## config.mk

```make
export PLATFORM = sky130hd
export DESIGN_NAME = next_kbd_responder
export DESIGN_NICKNAME = d
export VERILOG_FILES = /design/src/rtl/next_kbd_responder.sv
export SDC_FILE = /design/constraint.sdc
export NUM_CORES = 1
export LEC_CHECK = 0
export CAP_MARGIN = 10
export CORE_MARGIN = 4
export CORE_UTILIZATION = 23
export CTS_CLUSTER_DIAMETER = 150
export CTS_CLUSTER_SIZE = 8
export DETAILED_ROUTE_END_ITERATION = 12
export GPL_ROUTABILITY_DRIVEN = 0
export GPL_TIMING_DRIVEN = 0
export REMOVE_ABC_BUFFERS = 1
export SYNTH_ARGS = -nofsm -noshare
export SYNTH_HDL_FRONTEND = slang
export SYNTH_SLANG_ARGS = --single-unit
export TNS_END_PERCENT = 30
```

## constraint.sdc

```tcl
create_clock -name clk -period 5.02 [get_ports clk]
set_clock_uncertainty 0.05 [all_clocks]
set_input_delay 1.506 -clock clk [delete_from_list [all_inputs] [get_ports clk]]
set_output_delay 1.506 -clock clk [all_outputs]
set_load 0.05 [all_outputs]
```

## src/rtl/next_kbd_responder.sv

```systemverilog
// Device end of the NeXT keyboard serial link: decodes host reset/query frames
// and answers with ready or data frames fed from keyboard and mouse holding registers.
module next_kbd_responder #(
    parameter int BIT_CLKS = 27,
    parameter int HALF_BIT = 13,
    parameter int RESP_GAP = 3
) (
    input  logic        clk,
    input  logic        rst,
    input  logic        from_host,
    output logic        to_host,
    input  logic        kb_valid,
    input  logic [15:0] kb_data,
    output logic        kb_ready,
    input  logic        ms_valid,
    input  logic [15:0] ms_data,
    output logic        ms_ready,
    output logic        host_reset_seen,
    output logic        frame_err
);

    localparam int GAP_CLKS = RESP_GAP * BIT_CLKS;
    localparam int CNT_MAX  = (GAP_CLKS > BIT_CLKS) ? GAP_CLKS : BIT_CLKS;
    localparam int CW       = $clog2(CNT_MAX + 1);

    localparam logic [7:0]  KB_QUERY    = 8'b00001000;
    localparam logic [7:0]  MS_QUERY    = 8'b10001000;
    localparam logic [7:0]  RST_PREFIX  = 8'b11110111;
    localparam logic [20:0] RST_FRAME   = 21'b111101111110000000000;
    localparam logic [20:0] READY_FRAME = 21'b111000000001100000000;

    typedef enum logic [2:0] {
        S_IDLE,
        S_RX_START,
        S_RX_BITS,
        S_GAP,
        S_TX
    } state_t;

    state_t        state, state_n;
    logic [CW-1:0] cnt, cnt_n;
    logic [4:0]    rx_bits, rx_bits_n;
    logic [4:0]    tx_bits, tx_bits_n;
    logic [20:0]   rx_sr, rx_sr_n;
    logic [20:0]   tx_sr, tx_sr_n;
    logic          to_host_n;
    logic          frame_err_n;
    logic          sel_ms, sel_ms_n;
    logic          rel_kb_pend, rel_kb_pend_n;
    logic          rel_ms_pend, rel_ms_pend_n;
    logic [1:0]    sync;
    logic          line, line_q, line_fall;

    logic          set_seen, clr_regs, rel_kb, rel_ms;
    logic [20:0]   rx_shift;
    logic          bit_end;
    logic [15:0]   word;
    logic          word_full;

    logic          kb_full, ms_full;
    logic [15:0]   kb_word, ms_word;

    assign kb_ready = ~kb_full;
    assign ms_ready = ~ms_full;

    // A frame that ends on a 0 must not re-arm the receiver: start bits are
    // recognised only on a high-to-low transition of the synchronised line.
    assign line      = sync[1];
    assign line_fall = line_q & ~line;

    always_ff @(posedge clk or posedge rst) begin
        if (rst) begin
            state       <= S_IDLE;
            cnt         <= '0;
            rx_bits     <= '0;
            tx_bits     <= '0;
            rx_sr       <= '0;
            tx_sr       <= '0;
            to_host     <= 1'b1;
            frame_err   <= 1'b0;
            sel_ms      <= 1'b0;
            rel_kb_pend <= 1'b0;
            rel_ms_pend <= 1'b0;
            sync        <= '1;
            line_q      <= 1'b1;
        end else begin
            state       <= state_n;
            cnt         <= cnt_n;
            rx_bits     <= rx_bits_n;
            tx_bits     <= tx_bits_n;
            rx_sr       <= rx_sr_n;
            tx_sr       <= tx_sr_n;
            to_host     <= to_host_n;
            frame_err   <= frame_err_n;
            sel_ms      <= sel_ms_n;
            rel_kb_pend <= rel_kb_pend_n;
            rel_ms_pend <= rel_ms_pend_n;
            sync        <= {sync[0], from_host};
            line_q      <= line;
        end
    end

    always_comb begin
        state_n       = state;
        cnt_n         = cnt;
        rx_bits_n     = rx_bits;
        tx_bits_n     = tx_bits;
        rx_sr_n       = rx_sr;
        tx_sr_n       = tx_sr;
        to_host_n     = to_host;
        frame_err_n   = 1'b0;
        sel_ms_n      = sel_ms;
        rel_kb_pend_n = rel_kb_pend;
        rel_ms_pend_n = rel_ms_pend;
        set_seen      = 1'b0;
        clr_regs      = 1'b0;
        rel_kb        = 1'b0;
        rel_ms        = 1'b0;
        rx_shift      = {rx_sr[19:0], line};
        bit_end       = (cnt == CW'(BIT_CLKS - 1));
        word          = sel_ms ? ms_word : kb_word;
        word_full     = sel_ms ? ms_full : kb_full;

        case (state)
            S_IDLE: begin
                to_host_n = 1'b1;
                if (line_fall) begin
                    state_n = S_RX_START;
                    cnt_n   = '0;
                end
            end

            S_RX_START: begin
                cnt_n = cnt + CW'(1);
                if (cnt == CW'(HALF_BIT - 1)) begin
                    cnt_n = '0;
                    if (line) begin
                        frame_err_n = 1'b1;
                        state_n     = S_IDLE;
                    end else begin
                        state_n   = S_RX_BITS;
                        rx_bits_n = '0;
                        rx_sr_n   = '0;
                    end
                end
            end

            S_RX_BITS: begin
                cnt_n = cnt + CW'(1);
                if (bit_end) begin
                    cnt_n     = '0;
                    rx_sr_n   = rx_shift;
                    rx_bits_n = rx_bits + 5'd1;
                    if (rx_bits == 5'd7) begin
                        if (rx_shift[7:0] == KB_QUERY) begin
                            state_n  = S_GAP;
                            sel_ms_n = 1'b0;
                        end else if (rx_shift[7:0] == MS_QUERY) begin
                            state_n  = S_GAP;
                            sel_ms_n = 1'b1;
                        end else if (rx_shift[7:0] != RST_PREFIX) begin
                            frame_err_n = 1'b1;
                            state_n     = S_IDLE;
                        end
                    end else if (rx_bits == 5'd20) begin
                        if (rx_shift == RST_FRAME) begin
                            set_seen = 1'b1;
                            clr_regs = 1'b1;
                        end else begin
                            frame_err_n = 1'b1;
                        end
                        state_n = S_IDLE;
                    end
                end
            end

            S_GAP: begin
                cnt_n = cnt + CW'(1);
                if (cnt == CW'(GAP_CLKS - 1)) begin
                    cnt_n = '0;
                    if (!host_reset_seen) begin
                        state_n = S_IDLE;
                    end else begin
                        state_n       = S_TX;
                        to_host_n     = 1'b0;
                        tx_bits_n     = '0;
                        rel_kb_pend_n = ~sel_ms & kb_full;
                        rel_ms_pend_n = sel_ms & ms_full;
                        if (word_full)
                            tx_sr_n = {1'b1, 1'b0, word[15:8], 1'b0, 1'b1, word[7:0], 1'b0};
                        else
                            tx_sr_n = READY_FRAME;
                    end
                end
            end

            S_TX: begin
                cnt_n = cnt + CW'(1);
                if (bit_end) begin
                    cnt_n = '0;
                    if (tx_bits == 5'd21) begin
                        to_host_n = 1'b1;
                        state_n   = S_IDLE;
                        rel_kb    = rel_kb_pend;
                        rel_ms    = rel_ms_pend;
                    end else begin
                        to_host_n = tx_sr[0];
                        tx_sr_n   = {1'b0, tx_sr[20:1]};
                        tx_bits_n = tx_bits + 5'd1;
                    end
                end
            end

            default: begin
                state_n   = S_IDLE;
                to_host_n = 1'b1;
            end
        endcase
    end

    always_ff @(posedge clk or posedge rst) begin
        if (rst) begin
            host_reset_seen <= 1'b0;
            kb_full         <= 1'b0;
            ms_full         <= 1'b0;
            kb_word         <= '0;
            ms_word         <= '0;
        end else begin
            if (set_seen)
                host_reset_seen <= 1'b1;

            if (clr_regs || rel_kb) begin
                kb_full <= 1'b0;
            end else if (kb_valid && !kb_full) begin
                kb_full <= 1'b1;
                kb_word <= kb_data;
            end

            if (clr_regs || rel_ms) begin
                ms_full <= 1'b0;
            end else if (ms_valid && !ms_full) begin
                ms_full <= 1'b1;
                ms_word <= ms_data;
            end
        end
    end

endmodule
```

; Word level (Yosys, flattened, before mapping)
; Index checks and enable logic that the tools add are counted.
[totals]
reg_bits = 104
input_bits = 37
output_inout_bits = 5
word_cells = 152
[classes]
addsub = 3
n_eq_ne = 25
mux = 72
bitwise = 10
reduce_logical = 24
[ops]
columns = cell, count
row1 = two-way mux 21 bit, 4
row2 = two-way mux 20 bit, 4
row3 = case mux 21 bit (2 select lines), 1
row4 = case mux 20 bit (2 select lines), 1
row5 = two-way mux 3 bit, 12
row6 = two-way mux 5 bit, 7
row7 = two-way mux 1 bit, 31
row8 = two-way mux 7 bit, 4
row9 = case mux 7 bit (4 select lines), 1
row10 = equality test 21 bit (second input constant), 1
row11 = case mux 5 bit (2 select lines), 2
row12 = inequality test 2 bit (second input constant), 9
row13 = two-way mux 16 bit, 1
row14 = case mux 3 bit (5 select lines), 1
row15 = AND reduction 4 bit, 3
row16 = adder 5 x 1 -> 5 bit (second input constant), 2
row17 = equality test 5 bit (second input constant), 2
row18 = nonzero test 2 bit, 5
row19 = equality test 8 x 4 -> 1 bit (second input constant), 1
row20 = equality test 8 bit (second input constant), 1
row21 = inequality test 8 bit (second input constant), 1
row22 = AND reduction 8 bit, 1
row23 = adder 7 x 1 -> 7 bit (second input constant), 1
row24 = equality test 7 x 4 -> 1 bit (second input constant), 1
row25 = 22 further kinds, 37

; Longest topological paths before layout
; Gate-level depths: netlist of run 1.
[logic_depth]
depth_word = 9
depth_mapped = 9

; Worst setup path before layout of run 1
; OpenSTA, ideal clock, no wires.
[synth_timing]
kind = in2reg
startpoint = input port ms_valid
endpoint = register ms_word[0]
setup_time_ns = 0.125
arrival_ns = 2.140
t_required_ns = 4.845
setup_slack_ns = 2.705
stages = 3
n_path_buf = 1
path_cell_list = nand4_4 > buf_12 > mux2_4
[synth_between]
elab_chain_len = 2
[synth_lines]
columns = element, line
row1 = start: declaration, 15  ; input logic ms_valid,
row2 = logical AND 1 bit, 241  ; end else if (ms_valid && !ms_full) begin
row3 = AND reduction 2 bit (no line), --
row4 = end signal: assignment, 243  ; ms_word <= ms_data;
row5 = end: declaration, 61  ; logic [15:0] kb_word, ms_word;
; Every way passes these cells.
; A chain may end at the register's enable or synchronous reset.

; Worst setup path in the final report of run 1
[layout_timing]
startpoint = register ms_full
endpoint = output port ms_ready
[layout_between]
elab_chain_len = 1
[layout_lines]
columns = element, line
row1 = start: declaration, 60  ; logic kb_full, ms_full;
row2 = start signal: assignment, 225  ; ms_full <= 1'b0;
row3 = start signal: assignment, 240  ; ms_full <= 1'b0;
row4 = start signal: assignment, 242  ; ms_full <= 1'b1;
row5 = inverter 1 bit, 64  ; assign ms_ready = ~ms_full;
row6 = end: declaration, 17  ; output logic ms_ready,
; Every way passes these cells.

==> results by group, run 1 <==
Worst setup path
  – Crit path DAT: 1.71 ns
  – CP max FO: 4
  – Crit start category: flip-flop
  – WS Path Type: flip-flop to primary output
  – Critical path capture point type: primary output
  – CP required: 3.46 ns

Power
  – Total power: 2120 uW
  – Lkg Pwr: 0.00265 uW
  – PwrDens: 346 mW/mm^2
  – Peak supply drop: 0.165 mV

Clocking
  – CTS tree: built
  – Worst skew pair latency: 0.35 ns
  – Clock Path Buffers: 2
  – Clk sink count: 104
  – Inserted Clock Buffers: 9
  – # hold bufs at CTS: 0
  – Root buf cell: clkbuf_16
  – H-Tree Depth: 3
  – Clock-pin slew on the worst setup and hold paths: 0.07 ns
  – Setup bufs post-CTS: 0
  – Cts repair resizes: 0

Yosys
  – Sequential share of the synthesized area: 0.514
  – Count leader, synth: dfrtp_1
  – Cells after Synth: 432
  – Main area contributors after synthesis: dfrtp_1 (49%), mux2_2 (7.1%), mux2_4 (5.9%)
  – Mean area per synthesized cell: 11.8 um^2
  – Synthesis-stage register bit count: 104
  – Share of the synthesized area in the top cell type: 0.493
  – Ys flop type: dfrtp_1
  – Synth Cell Area: 0.00508 mm^2
  – Most frequent cells after synthesis: dfrtp_1 (100), nor2_1 (46), mux2_2 (32)
  – Asr flop ratio synth: 1.00
  – Leading area contributor after synthesis: dfrtp_1
  – YS warnings: 0
  – Post-synth EDFFs: 0
  – Post-synth cell types: 56

Floorplan
  – Initial Utilization: 0.233
  – Die Y: 157 um
  – Chip width: 157 um
  – Core area: 0.0218 mm^2
  – # rows: 54
  – Die ar.: 0.0245 mm^2
  – Io pins: 42

Final layout
  – Syn-to-layout area delta: 20.9%
  – Cell area after layout: 0.00614 mm^2
  – Post-layout util: 0.282
  – Share of cells above drive strength 1: 0.198
  – Fin cells: 750
  – Nets: 508

Timing
  – TNS Setup: 0 ns
  – Rel. slew slack: 0.215
  – F_max: 306 MHz
  – Final Hold Viols: 0
  – Final period util: 0.651
  – RSZ-0062 raised after global routing: no
  – Setup Viol. Count Final: 0
  – Worst-Margin Slew: 1.17 ns
  – Final Max Tran Viols: 0
  – Minimum clock period: 3.27 ns

Global route
  – Grt ovf: 0
  – Vias in the first global route: 3494
  – Global-route wire length before repair: 17900 um
  – GR Util All Layers: 0.0908
  – Pin count of the biggest net entering global routing: 55
  – Initial antenna violation count: 0

Placed design
  – Port buffer count: 41
  – Inst Count DP: 733
  – Dpl cell area: 0.00579 mm^2
  – Hpwl dp: 7000 um

Route
  – # DRC: 0
  – WL final: 10400 um
  – Via count: 3422
  – Drt first-iter violations: 231
  – Routed WL per cell: 13.8 um
  – Antenna Nets Post-Route: 0
  – Drt pass-1 iters: 4
  – Vias per cell: 4.56

Status
  – Run status: completed

Min path
  – Hold Path Class: flip-flop to flip-flop

Job
  – Max-cap violation count: 0
worst max-delay path, cell delays in order (launching register included):
cell             delay [ns]
dfrtp_1                0.41
inv_1                  0.13
clkdlybuf4s50_1        0.82
flip-flops by register name, summed over array words and instances (netlist names), 3 cells and up:
| name | count |
|---|---|
| rx_sr | 20 |
| kb_word | 16 |
| ms_word | 16 |
| cnt | 7 |
| rx_bits | 5 |
| state | 3 |
| tx_bits | 5 |
| tx_sr | 21 |
per-layer routing:
layer | vias to the layer above | wire length, um | share of wire | track usage
met4 | 0 | 131 | 0.013 | 0.0285
met2 | 49 | 4800 | 0.46 | 0.138
li1 | 1655 | - | - | -
met1 | 1707 | 5190 | 0.50 | 0.127
met3 | 11 | 262 | 0.025 | 0.0232
met5 | - | 0 | 0 | 0
final timing paths:
check                                     from                      to  slack [ns]  cells past startpoint
max in group asynchronous                  rst       sync[1]$_DFF_PP1_        2.64                      3
hold reg to reg              sync[0]$_DFF_PP1_       sync[1]$_DFF_PP1_        0.31                      0
min in group asynchronous                  rst  kb_word[3]$_DFFE_PP0P_        1.54                      2
setup reg to reg            cnt[2]$_DFFE_PP0P_  ms_word[9]$_DFFE_PP0P_        1.97                      5
setup / recovery           ms_full$_DFFE_PP0P_                ms_ready        1.75                      2
hold / removal               sync[0]$_DFF_PP1_       sync[1]$_DFF_PP1_        0.31                      0
power by group:
part / total (uW) / internal (uW) / leakage [uW] / switching, uW
combinational: 322 / 160 / 0.00111 / 162
clock: 822 / 515 / 0.000170 / 306
sequential: 978 / 900 / 0.00137 / 77.8
per-stage QoR:
stage / hold WS (ns) / setup slack, ns
floorplan: 0.295 / 0.738
global placement: 0.298 / -0.965
detailed placement: 0.298 / 1.94
CTS: 0.308 / 1.71
global route: 0.311 / 1.68
finish: 0.307 / 1.75
cells in the final DEF (no fill, tap or decap), types with 3 or more instances in the layout:
| cell | netlist | final |
|---|---|---|
| ha_1 | 7 | 7 |
| nor2_1 | 46 | 45 |
| o21ai_0 | 20 | 20 |
| a22o_1 | 20 | 20 |
| nor3_1 | 4 | 4 |
| nand2b_1 | 5 | 5 |
| mux2i_1 | 3 | 3 |
| nand4b_1 | 5 | 5 |
| clkdlybuf4s50_1 | 0 | 41 |
| dfstp_2 | 4 | 4 |
| mux2_2 | 32 | 32 |
| inv_1 | 13 | 12 |
| nand2_1 | 22 | 22 |
| o31ai_1 | 5 | 5 |
| or3_1 | 4 | 4 |
| nor4_1 | 3 | 3 |
| or3b_1 | 3 | 3 |
| clkbuf_16 | 0 | 9 |
| nand3_1 | 17 | 17 |
| nand4_4 | 3 | 3 |
| mux2_4 | 20 | 20 |
| a21oi_1 | 10 | 10 |
| a31oi_1 | 3 | 3 |
| dfrtp_1 | 100 | 100 |
| and4b_1 | 3 | 3 |
| bufinv_16 | 0 | 3 |
| buf_6 | 2 | 3 |
| a221oi_1 | 14 | 14 |
| or2_2 | 3 | 3 |
| or4_1 | 4 | 4 |
final cells by class:
| class | instances | area (um^2) |
|---|---|---|
| well taps | 280 | 350 |
| clock inverters | 3 | 90.1 |
| multi-input cells | 290 | 2280 |
| clock buffers | 13 | 260 |
| diodes | 1 | 2.50 |
| repair buffers | 46 | 499 |
| flip-flops and latches | 104 | 2610 |
| fillers | 2217 | 15600 |
| inverters | 13 | 51.3 |
kinds of logic after synthesis:
| group | count (synthesis) | share of synthesized area |
|---|---|---|
| DFF | 104 | 0.514 |
| adders and majority gates | 7 | 0.0172 |
| muxes | 55 | 0.136 |
| AOI/OAI and AO/OA | 89 | 0.128 |
| and+or+nand+nor | 139 | 0.166 |
| buffers and inverters | 38 | 0.0399 |
No activity file was read; power rests on OpenSTA's default activity.
==> run 2, diff against run 1 <==
- clock period: 5.02 -> 3.2 ns (I/O delays scaled with it)
==> results by group, run 2 (synthesis gave the netlist of run 1 again) <==
Status
  – Run status: completed (unchanged)

Timing
  – Worst-Margin Slew: 1.20 ns (was 1.17 ns)
  – TNS Setup: 0 ns (unchanged)
  – Minimum clock period: 2.87 ns
  – Setup Viol. Count Final: 0 (unchanged)
  – F_max: 349 MHz
  – Smallest setup slack after layout: 0.333 ns (was 1.75 ns)
  – Final Hold Viols: 0 (unchanged)
  – Rel. slew slack: 0.198 (was 0.215)
  – Final period util: 0.896
  – Min Hold Slack: 0.307 ns (about the same)
  – Final Max Tran Viols: 0 (unchanged)
  – RSZ-0062 raised after global routing: no (unchanged)

Worst setup path
  – Crit path DAT: 3.06 ns (was 1.71 ns)
  – CP max FO: 18 (was 4)
  – FF-to-FF path depth: 5 (unchanged)
  – Crit start category: flip-flop (unchanged)
  – Reg2reg setup slack: 0.33 ns (was 1.97 ns)
  – Crit-path max cell delay: 0.70 ns (was 0.82 ns)
  – Reg-to-Reg End: state[2]$_DFFE_PP0P_ (was ms_word[9]$_DFFE_PP0P_)
  – CP Cell Sequence: nor3b_2 > o21ai_0 > o211ai_1 > or2_2 > mux2_2 (was inv_1 > clkdlybuf4s50_1)
  – Critical path capture point type: flip-flop (was primary output)
  – CP required: 3.39 ns (was 3.46 ns)
  – Crit-path slowest cell: nor3b_2 (was clkdlybuf4s50_1)
  – Reg-to-reg startpoint: state[2]$_DFFE_PP0P_ (was cnt[2]$_DFFE_PP0P_)
  – Critical path's top delay family: simple AND/OR/NAND/NOR gates (was buffers and inverters)
  – WS Path Type: flip-flop to flip-flop (was flip-flop to primary output)
  – Critical path buffer and inverter count: 0 (was 2)

Route
  – WL final: 10400 um (about the same)
  – Antenna Nets Post-Route: 0 (unchanged)
  – Drt first-iter violations: 228 (was 231)
  – Vias per cell: 4.53 (was 4.56)
  – Via count: 3396 (was 3422)
  – Routed WL per cell: 13.9 um (was 13.8 um)
  – # DRC: 0 (unchanged)
  – Drt pass-1 iters: 4 (unchanged)

Placed design
  – Post-place setup slack: 0.120 ns (was 1.94 ns)
  – Port buffer count: 41 (unchanged)
  – Inst Count DP: 733 (unchanged)
  – Hpwl dp: 7000 um (unchanged)

Global route
  – Vias in the first global route: 3494 (unchanged)
  – Grt ovf: 0 (unchanged)
  – Pin count of the biggest net entering global routing: 55 (unchanged)
  – Initial antenna violation count: 0 (unchanged)
  – GR Util All Layers: 0.0908 (unchanged)
  – Global-route wire length before repair: 17900 um (unchanged)

Final layout
  – Most common cell after layout, fill and taps aside: dfrtp_1 (unchanged)
  – Most frequent cells in the layout: dfrtp_1 (100), nor2_1 (45), clkdlybuf4s50_1 (41) (unchanged)
  – Syn-to-layout area delta: 21.0% (was 20.9%)
  – Share of cells above drive strength 1: 0.198 (unchanged)
  – FILL cells: 2216 (was 2217)
  – Fin cells: 750 (unchanged)
  – Post-layout util: 0.282 (about the same)
  – Biggest regs: tx_sr (21), rx_sr (20) (unchanged)
  – Most flops, register: tx_sr (unchanged)
  – Nets: 508 (unchanged)
  – Max reg flops: 21 (unchanged)

Clocking
  – Clock-pin slew on the worst setup and hold paths: 0.07 ns (about the same)
  – Clk sink count: 104 (unchanged)
  – Root buf cell: clkbuf_16 (unchanged)
  – Worst skew pair latency: 0.35 ns (about the same)
  – Clock Path Buffers: 2 (unchanged)
  – Setup bufs post-CTS: 0 (unchanged)
  – Inserted Clock Buffers: 9 (unchanged)
  – CTS tree: built (unchanged)
  – H-Tree Depth: 3 (unchanged)

Job
  – Max-cap violation count: 0 (unchanged)

Floorplan
  – Chip width: 157 um (unchanged)
  – Die ar.: 0.0245 mm^2 (unchanged)
  – Core area: 0.0218 mm^2 (unchanged)
  – Die Y: 157 um (unchanged)
  – # rows: 54 (unchanged)
  – Io pins: 42 (unchanged)
  – Initial Utilization: 0.233 (unchanged)

Min path
  – Hold-critical path endpoint: sync[1]$_DFF_PP1_ (unchanged)
  – Hold Path Class: flip-flop to flip-flop (unchanged)
  – Worst Min Path Start: sync[0]$_DFF_PP1_ (unchanged)
  – Hold path cells: 0 (unchanged)

Power
  – PwrDens: 543 mW/mm^2 (was 346 mW/mm^2)
  – Peak supply drop: 0.261 mV (was 0.165 mV)
  – Lkg Pwr: 0.00266 uW (was 0.00265 uW)
## run 2: how the worst max path moves through the flow
| stage | start | to | slack, ns | cells after the start |
|---|---|---|---|---|
| 3_5_place_dp | cnt[2]$_DFFE_PP0P_ | kb_word[10]$_DFFE_PP0P_ | 0.12 | 5 |
| 3_3_place_gp | rst | cnt[0]$_DFFE_PP0P_ | -2.24 | 2 |
| 5_1_grt | state[2]$_DFFE_PP0P_ | state[2]$_DFFE_PP0P_ | 0.17 | 5 |
| 6_report | state[2]$_DFFE_PP0P_ | state[2]$_DFFE_PP0P_ | 0.33 | 5 |
| 2_1_floorplan | rst | cnt[0]$_DFFE_PP0P_ | -0.54 | 1 |
| 4_1_cts | cnt[2]$_DFFE_PP0P_ | kb_word[10]$_DFFE_PP0P_ | 0.1 | 5 |
## run 2: routing by layer
metal / routed length, um / up-vias / GRT usage
met1: 5340 / 1694 / 0.127
met5: 0 / - / 0
li1: - / 1655 / -
met2: 4770 / 41 / 0.138
met3: 232 / 6 / 0.0232
met4: 97 / 0 / 0.0285
## run 2: stage by stage
step	total power, uW	cell area [um^2]
floorplan	1890	4920
detailed placement	2070	5790
global placement	2050	5680
CTS	3380	6140
global route	3520	6140
finish	3340	6150
## run 2: repair_timing
action | 4_1_cts | 5_1_grt
gates resized for setup | 0 | 1
setup endpoints to repair | 0 | 31
hold buffers | 0 | 0
## run 2: power breakdown
group          switching [uW]  total [uW]  leakage, uW  internal [uW]
Combinational             259         510      0.00112            251
Sequential                122        1530      0.00137           1410
Clock                     487        1300     0.000170            809
## run 2: final cells by class
| class | instances | area, um^2 | share of cell area |
|---|---|---|---|
| antenna | 1 | 2.50 | 0.000407 |
| clock buffer | 13 | 260 | 0.0423 |
| clock inverter | 3 | 90.1 | 0.0147 |
| inverter | 13 | 51.3 | 0.00835 |
| multi-input combinational | 290 | 2280 | 0.372 |
| sequential | 104 | 2610 | 0.424 |
| tap | 280 | 350 | 0.0570 |
| timing repair buffer | 46 | 499 | 0.0812 |
